[config.mk]
export PLATFORM = sky130hd
export DESIGN_NAME = wash_phase_timer_flat
export DESIGN_NICKNAME = d
export VERILOG_FILES = /design/src/rtl/wash_phase_timer_if.sv /design/src/rtl/wash_phase_timer.sv /design/src/flat_wrapper.sv
export SDC_FILE = /design/constraint.sdc
export NUM_CORES = 1
export LEC_CHECK = 0
export CORE_ASPECT_RATIO = 0.9
export CORE_MARGIN = 1
export CORE_UTILIZATION = 53
export DETAILED_ROUTE_END_ITERATION = 10
export PLACE_DENSITY = 0.8
export RECOVER_POWER = 25
export SLEW_MARGIN = 15
export SYNTH_ARGS = -nofsm -noshare
export SYNTH_HDL_FRONTEND = slang
export SYNTH_SLANG_ARGS = --single-unit
[constraint.sdc]
create_clock -name clk -period 3.5 [get_ports clk]
set_clock_uncertainty 0.15 [all_clocks]
set_input_delay 0.7 -clock clk [delete_from_list [all_inputs] [get_ports clk]]
set_output_delay 0.7 -clock clk [all_outputs]
set_load 0.05 [all_outputs]
[src/rtl/wash_phase_timer_if.sv]
// Interface between the washing-machine controller and its sensor/timer stage.
// master : controller side, drives actuator commands, abort and the raw level sample.
// slave  : timer side, returns filled/drained, cycle/spin timeouts, phase_count and busy.
interface wash_phase_if #(
    parameter int CNT_W = 16,
    parameter int LVL_W = 8
) ();
    logic             motor_on;
    logic             fill_value_on;
    logic             drain_value_on;
    logic             soap_wash;
    logic             water_wash;
    logic             abort;
    logic [LVL_W-1:0] water_level;
    logic             filled;
    logic             drained;
    logic             cycle_timeout;
    logic             spin_timeout;
    logic [CNT_W-1:0] phase_count;
    logic             busy;

    modport master (
        output motor_on, fill_value_on, drain_value_on, soap_wash, water_wash, abort, water_level,
        input  filled, drained, cycle_timeout, spin_timeout, phase_count, busy
    );

    modport slave (
        input  motor_on, fill_value_on, drain_value_on, soap_wash, water_wash, abort, water_level,
        output filled, drained, cycle_timeout, spin_timeout, phase_count, busy
    );
endinterface

[src/rtl/wash_phase_timer.sv]
// Sensor/timer stage for the automatic washing machine controller.
// Times wash/rinse agitation and spin phases from the controller's actuator outputs and
// debounces the raw water-level sensor into filled/drained.
// Ports:
//   clk      system clock, rising edge
//   reset_n  asynchronous active-low reset
//   bus      wash_phase_if.slave: actuator commands, abort and water_level in;
//            filled, drained, cycle_timeout, spin_timeout, phase_count, busy out (all registered)
module wash_phase_timer #(
    parameter int WASH_CYCLES  = 16,
    parameter int RINSE_CYCLES = 12,
    parameter int SPIN_CYCLES  = 8,
    parameter int CNT_W        = 16,
    parameter int LVL_W        = 8,
    parameter int FULL_LEVEL   = 200,
    parameter int EMPTY_LEVEL  = 10,
    parameter int DEBOUNCE     = 4
) (
    input  logic         clk,
    input  logic         reset_n,
    wash_phase_if.slave  bus
);
    localparam logic [CNT_W-1:0] WASH_LIM  = CNT_W'(WASH_CYCLES);
    localparam logic [CNT_W-1:0] RINSE_LIM = CNT_W'(RINSE_CYCLES);
    localparam logic [CNT_W-1:0] SPIN_LIM  = CNT_W'(SPIN_CYCLES);
    localparam logic [CNT_W-1:0] CNT_ONE   = CNT_W'(1);
    localparam logic [LVL_W-1:0] FULL_LVL  = LVL_W'(FULL_LEVEL);
    localparam logic [LVL_W-1:0] EMPTY_LVL = LVL_W'(EMPTY_LEVEL);
    localparam int               DB_W      = $clog2(DEBOUNCE + 1);
    localparam logic [DB_W-1:0]  DB_MAX    = DB_W'(DEBOUNCE - 1);

    typedef enum logic [2:0] {
        T_IDLE      = 3'd0,
        T_WASH      = 3'd1,
        T_WASH_DONE = 3'd2,
        T_SPIN      = 3'd3,
        T_SPIN_DONE = 3'd4
    } state_t;

    state_t           state_r, state_nx_s;
    logic [CNT_W-1:0] count_r, count_nx_s;
    logic [CNT_W-1:0] lim_r, lim_nx_s, entry_lim_s;
    logic             soap_r, soap_nx_s;
    logic             wash_ph_s, spin_ph_s;
    logic             cycle_timeout_r, spin_timeout_r, busy_r;
    logic             full_s, empty_s;
    logic             filled_r, drained_r;
    logic [DB_W-1:0]  fill_db_r, drain_db_r;

    // Phase decode from actuator commands; wash and spin are exclusive via drain_value_on.
    always_comb begin
        wash_ph_s   = bus.motor_on & ~bus.drain_value_on & (bus.soap_wash | bus.water_wash);
        spin_ph_s   = bus.motor_on & bus.drain_value_on;
        entry_lim_s = bus.soap_wash ? WASH_LIM : RINSE_LIM;
        full_s      = (bus.water_level >= FULL_LVL);
        empty_s     = (bus.water_level <= EMPTY_LVL);
    end

    // Next-state logic for the phase FSM. Entering a phase loads count=1 so the
    // timeout registers on the same edge the count reaches the limit.
    always_comb begin
        state_nx_s = state_r;
        count_nx_s = count_r;
        lim_nx_s   = lim_r;
        soap_nx_s  = soap_r;
        if (bus.abort) begin
            state_nx_s = T_IDLE;
            count_nx_s = '0;
        end else begin
            case (state_r)
                T_IDLE, T_WASH, T_WASH_DONE, T_SPIN, T_SPIN_DONE: begin
                    if (wash_ph_s) begin
                        if ((state_r == T_WASH || state_r == T_WASH_DONE) && (bus.soap_wash == soap_r)) begin
                            // Continuing the same wash type: advance or hold at the limit.
                            if (state_r == T_WASH_DONE) begin
                                state_nx_s = T_WASH_DONE;
                            end else if ((count_r + CNT_ONE) == lim_r) begin
                                state_nx_s = T_WASH_DONE;
                                count_nx_s = count_r + CNT_ONE;
                            end else begin
                                state_nx_s = T_WASH;
                                count_nx_s = count_r + CNT_ONE;
                            end
                        end else if (state_r == T_WASH_DONE) begin
                            // Type change after completion keeps the completed phase held.
                            state_nx_s = T_WASH_DONE;
                        end else begin
                            // Fresh entry or soap/water flip mid-phase: restart and relatch limit.
                            state_nx_s = (entry_lim_s == CNT_ONE) ? T_WASH_DONE : T_WASH;
                            count_nx_s = CNT_ONE;
                            lim_nx_s   = entry_lim_s;
                            soap_nx_s  = bus.soap_wash;
                        end
                    end else if (spin_ph_s) begin
                        if (state_r == T_SPIN_DONE) begin
                            state_nx_s = T_SPIN_DONE;
                        end else if (state_r == T_SPIN) begin
                            state_nx_s = ((count_r + CNT_ONE) == SPIN_LIM) ? T_SPIN_DONE : T_SPIN;
                            count_nx_s = count_r + CNT_ONE;
                        end else begin
                            state_nx_s = (SPIN_LIM == CNT_ONE) ? T_SPIN_DONE : T_SPIN;
                            count_nx_s = CNT_ONE;
                        end
                    end else begin
                        // No pause/resume: any dropout returns to idle.
                        state_nx_s = T_IDLE;
                        count_nx_s = '0;
                    end
                end
                default: begin
                    state_nx_s = T_IDLE;
                    count_nx_s = '0;
                end
            endcase
        end
    end

    // Phase FSM state, counter and registered phase outputs.
    always_ff @(posedge clk or negedge reset_n) begin
        if (!reset_n) begin
            state_r         <= T_IDLE;
            count_r         <= '0;
            lim_r           <= '0;
            soap_r          <= 1'b0;
            cycle_timeout_r <= 1'b0;
            spin_timeout_r  <= 1'b0;
            busy_r          <= 1'b0;
        end else begin
            state_r         <= state_nx_s;
            count_r         <= count_nx_s;
            lim_r           <= lim_nx_s;
            soap_r          <= soap_nx_s;
            cycle_timeout_r <= (state_nx_s == T_WASH_DONE);
            spin_timeout_r  <= (state_nx_s == T_SPIN_DONE);
            busy_r          <= (state_nx_s == T_WASH) || (state_nx_s == T_SPIN);
        end
    end

    // Filled debouncer: counts consecutive samples that disagree with the current output.
    always_ff @(posedge clk or negedge reset_n) begin
        if (!reset_n) begin
            filled_r  <= 1'b0;
            fill_db_r <= '0;
        end else if (full_s != filled_r) begin
            if (fill_db_r == DB_MAX) begin
                filled_r  <= full_s;
                fill_db_r <= '0;
            end else begin
                fill_db_r <= fill_db_r + DB_W'(1);
            end
        end else begin
            fill_db_r <= '0;
        end
    end

    // Drained debouncer: same scheme on the empty comparison.
    always_ff @(posedge clk or negedge reset_n) begin
        if (!reset_n) begin
            drained_r  <= 1'b0;
            drain_db_r <= '0;
        end else if (empty_s != drained_r) begin
            if (drain_db_r == DB_MAX) begin
                drained_r  <= empty_s;
                drain_db_r <= '0;
            end else begin
                drain_db_r <= drain_db_r + DB_W'(1);
            end
        end else begin
            drain_db_r <= '0;
        end
    end

    assign bus.filled        = filled_r;
    assign bus.drained       = drained_r;
    assign bus.cycle_timeout = cycle_timeout_r;
    assign bus.spin_timeout  = spin_timeout_r;
    assign bus.phase_count   = count_r;
    assign bus.busy          = busy_r;
endmodule

[src/flat_wrapper.sv]
// flat-port wrapper written by rule: the top's interface ports become plain ports
module wash_phase_timer_flat 
#(
    parameter int WASH_CYCLES  = 16,
    parameter int RINSE_CYCLES = 12,
    parameter int SPIN_CYCLES  = 8,
    parameter int CNT_W        = 16,
    parameter int LVL_W        = 8,
    parameter int FULL_LEVEL   = 200,
    parameter int EMPTY_LEVEL  = 10,
    parameter int DEBOUNCE     = 4
)
  (clk, reset_n, bus_motor_on, bus_fill_value_on, bus_drain_value_on, bus_soap_wash, bus_water_wash, bus_abort, bus_water_level, bus_filled, bus_drained, bus_cycle_timeout, bus_spin_timeout, bus_phase_count, bus_busy);
  wash_phase_if #(.CNT_W(CNT_W), .LVL_W(LVL_W)) bus_i ();
  input  logic clk;
  input  logic reset_n;
  input wire logic [$bits(bus_i.motor_on)-1:0] bus_motor_on;
  input wire logic [$bits(bus_i.fill_value_on)-1:0] bus_fill_value_on;
  input wire logic [$bits(bus_i.drain_value_on)-1:0] bus_drain_value_on;
  input wire logic [$bits(bus_i.soap_wash)-1:0] bus_soap_wash;
  input wire logic [$bits(bus_i.water_wash)-1:0] bus_water_wash;
  input wire logic [$bits(bus_i.abort)-1:0] bus_abort;
  input wire logic [$bits(bus_i.water_level)-1:0] bus_water_level;
  output wire logic [$bits(bus_i.filled)-1:0] bus_filled;
  output wire logic [$bits(bus_i.drained)-1:0] bus_drained;
  output wire logic [$bits(bus_i.cycle_timeout)-1:0] bus_cycle_timeout;
  output wire logic [$bits(bus_i.spin_timeout)-1:0] bus_spin_timeout;
  output wire logic [$bits(bus_i.phase_count)-1:0] bus_phase_count;
  output wire logic [$bits(bus_i.busy)-1:0] bus_busy;
  assign bus_i.motor_on = bus_motor_on;
  assign bus_i.fill_value_on = bus_fill_value_on;
  assign bus_i.drain_value_on = bus_drain_value_on;
  assign bus_i.soap_wash = bus_soap_wash;
  assign bus_i.water_wash = bus_water_wash;
  assign bus_i.abort = bus_abort;
  assign bus_i.water_level = bus_water_level;
  assign bus_filled = bus_i.filled;
  assign bus_drained = bus_i.drained;
  assign bus_cycle_timeout = bus_i.cycle_timeout;
  assign bus_spin_timeout = bus_i.spin_timeout;
  assign bus_phase_count = bus_i.phase_count;
  assign bus_busy = bus_i.busy;
  wash_phase_timer #(.WASH_CYCLES(WASH_CYCLES), .RINSE_CYCLES(RINSE_CYCLES), .SPIN_CYCLES(SPIN_CYCLES), .CNT_W(CNT_W), .LVL_W(LVL_W), .FULL_LEVEL(FULL_LEVEL), .EMPTY_LEVEL(EMPTY_LEVEL), .DEBOUNCE(DEBOUNCE)) u_core (.clk(clk), .reset_n(reset_n), .bus(bus_i));
endmodule
==> impl_metrics.csv <==
group,metric,value,unit
run_status,run_status,"finished, violations left",
run_status,violations,"capacitance limit, slew limit",
sta,period_share,81.1,%
clock_network,cts_buffers,5,
floorplanning,dieArea,4140,um2
synth,synth_area_leader_cell,"dfrtp_1",
job,drv_cap,1,
routing,first_pass_iters,4,
routing,drc,0,
synth,synth_area_leaders,"dfrtp_1, o21ai_0, nor3_1",
critical_path,cp.required,3.53,ns
synth,seq_area_frac_synth,38.9,%
synth,synthSimpleGateAreaFrac,25.0,%
synth,yosysMostFrequentCell,"dfrtp_1",
floorplanning,start_util,55.2,%
final_layout,multi_input_area,1120,um2
final_layout,antennaDiodeCount,0,
routing,wl_per_cell,15.5,um
place,place_area,2430,um2
critical_path,arrival,2.87,ns
sta,slew_viol_final,33,
final_layout,postLayoutCellArea,2510,um2
synth,ys_async_sr_fraction,100,%
sta,final.min_clock_period,2.84,ns
synth,synth_fp_nets,246,
sta,grt_setup_unrepaired,"no",
clock_network,hold_buffers,0,
synth,synth_top_area_share,38.9,%
grt,grt_max_degree,33,
sta,holdWs,0.287,ns
critical_path,setup.worst_path.start_class,"flip-flop",
synth,syn_avg_cell_area,9.12,um2
synth,syn_inst,226,
place,gp_congestion,0.930,
synth,syn_area,2060,um2
grt,grt_overflow,0,
routing,viasPerCell,6.14,
floorplanning,core_area,3730,um2
floorplanning,die_h,61.2,um
clock_network,postCtsSetupBuffers,0,
power,power_frac_comb,22.1,%
floorplanning,rows,21,
clock_network,cts.reportedPaths.clkPinSlew,0.07,ns
final_layout,fillers,318,
sta,finalHoldViolations,0,
hold_path,hp-class,"reg -> reg",
routing,vias,1896,
power,ir_drop,0.227,mV
final_layout,drive_gt1_share,10.3,%
clock_network,htreeDepth,2,
clock_network,cts-root-buf,"clkbuf_8",
final_layout,register_area,801,um2
critical_path,worstPathMaxFanout,13,
routing,drt_iter0_markers,185,
routing,antenna_left,0,
synth,synth_cell_types,57,
grt,grt_pass1_wl,8180,um
sta,slew_headroom,-14.8,%
sta,setup-violations-final,0,
floorplanning,die_w,67.7,um
power,swShare,30.2,%
synth,synth_commonest_cells,"dfrtp_1, o21ai_0, nor3_1",
final_layout,area_growth,21.9,%
synth,synth_mux_area_share,1.52,%
synth,synth_ff_type,"dfrtp_1",
clock_network,cts.sinks,32,
final_layout,nNetsFinal,282,
synth,synth_compound_area_share,21.4,%
sta,tightest_slew,1.72,ns
power,p_leak,0.972,nW
synth,synth_top_family_by_area,"simple AND/OR/NAND/NOR gates",
sta,clock.fmax,0.352,GHz
grt,grt_util_all_layers,26.7,%
power,p_int,0.000657,W
place,dpl.hpwl,3300,um
synth,synthAdderAreaFrac,2.43,%
power,switching_power,0.000284,W
critical_path,critical_path_class,"reg -> reg",
clock_network,insertion_delay,0.29,ns
power,p_seq_share,46.1,%
sta,totalNegativeSetupSlack,0,ns
clock_network,tritoncts,"done",
grt,grt_pass1_vias,1744,
synth,synth_xor_area_share,3.83,%
grt,grt_antenna_before_repair,0,
synth,ys_ff_latch,32,
place,port_buffers,35,
routing,wl,4790,um
synth,synth_warnings,0,
power,p_clk_share,31.7,%
clock_network,clk_path_buf_depth,2,
clock_network,ctsResizeCount,0,
synth,synth_edf_count,0,
critical_path,rrSetupSlack,0.66,ns
floorplanning,io_pins,37,
power,power_density,374,nW/um2
critical_path,worst_setup_path_end_kind,"flip-flop",
==> logic make-up (layout without fill, tap and decap cells) <==
family | count (synthesis) | after routing
AO/OA/AOI/OAI | 65 | 65
XOR/XNOR | 9 | 9
adder cells (fa/ha/maj) | 4 | 4
buffers and inverters | 23 | 60
flip-flops | 32 | 32
multiplexers | 3 | 3
AND/OR/NAND/NOR | 90 | 90
==> worst max-delay path: stages, from the launching register on <==
cell and delay (ns):
dfrtp_1 0.56, and4_1 0.43, and3_4 0.26, a31oi_1 0.10, or4_4 0.59, o32a_1 0.41
o221a_1 0.23
==> power groups by stage <==
stage               logic [W]  registers, W  clock network, W
floorplan           0.0000925      0.000481                 0
global placement     0.000206      0.000439                 0
detailed placement   0.000210      0.000441                 0
CTS                  0.000211      0.000435          0.000300
global route         0.000237      0.000440          0.000315
finish               0.000208      0.000434          0.000298
==> registers in the layout (all words and copies together), names as in the netlist <==
| name | cells |
|---|---|
| u_core.bus.phase_count | 16 |
| u_core.drain_db_r | 3 |
| u_core.fill_db_r | 3 |
| u_core.state_r | 3 |
| u_core.lim_r | 2 |
| u_core.bus.busy | 1 |
| u_core.bus.cycle_timeout | 1 |
| u_core.bus.drained | 1 |
| u_core.bus.filled | 1 |
| u_core.bus.spin_timeout | 1 |
==> per-layer routing <==
| layer | GRT usage [%] | part of all wire, % | up-vias |
|---|---|---|---|
| li1 | - | - | 926 |
| met1 | 36.0 | 45 | 898 |
| met2 | 42.7 | 48 | 61 |
| met3 | 4.63 | 5.7 | 11 |
| met4 | 10.6 | 1.9 | 0 |
| met5 | 0 | 0 | - |
==> layout make-up <==
type	instances	area share, %
clock buffer	8	3.59
inverter	7	1.05
multi-input combinational	171	44.4
sequential	32	31.9
tap	46	2.29
timing repair buffer	45	16.8
==> path summary, 6_finish.rpt <==
check                                            to                 startpoint  cells after the start
worst max-delay path              u_core.state_r[1]  u_core.bus.phase_count[2]                      6
worst min-delay path            u_core.fill_db_r[0]        u_core.fill_db_r[0]                      1
worst max register to register    u_core.state_r[1]  u_core.bus.phase_count[2]                      6
worst min register to register  u_core.fill_db_r[0]        u_core.fill_db_r[0]                      1
max in group asynchronous         u_core.state_r[0]                    reset_n                      2
min in group asynchronous         u_core.state_r[2]                    reset_n                      2
==> per-stage QoR <==
step           setup slack [ns]  cells  power [W]  util [%]
2_1_floorplan             0.659    226   0.000573         -
3_3_place_gp              0.619    301   0.000645      65.0
3_5_place_dp              0.584    301   0.000651      65.0
4_1_cts                   0.677    309   0.000946      67.4
5_1_grt                   0.493    309   0.000992      67.3
6_report                  0.662    309   0.000940      67.3
==> placed cells by master, fill, tap and decap left out, types with 3 or more instances in the layout <==
cell type and count:
nor3_1 16, o41ai_1 4, clkbuf_8 6, ha_1 4
nor2b_1 4, nand4_1 5, xnor2_1 7, o211ai_1 3
nand2b_1 5, a31oi_1 3, clkdlybuf4s50_1 34, a21oi_1 5
nor2_1 10, o21ai_0 21, a211oi_1 3, and4_1 3
nor3b_1 5, clkbuf_1 3, nand3_1 10, inv_1 7
a21o_1 3, nor4_1 3, buf_4 9, nand2_1 14
o31ai_1 9, dfrtp_1 32
Power figures use the tool's default switching activity.
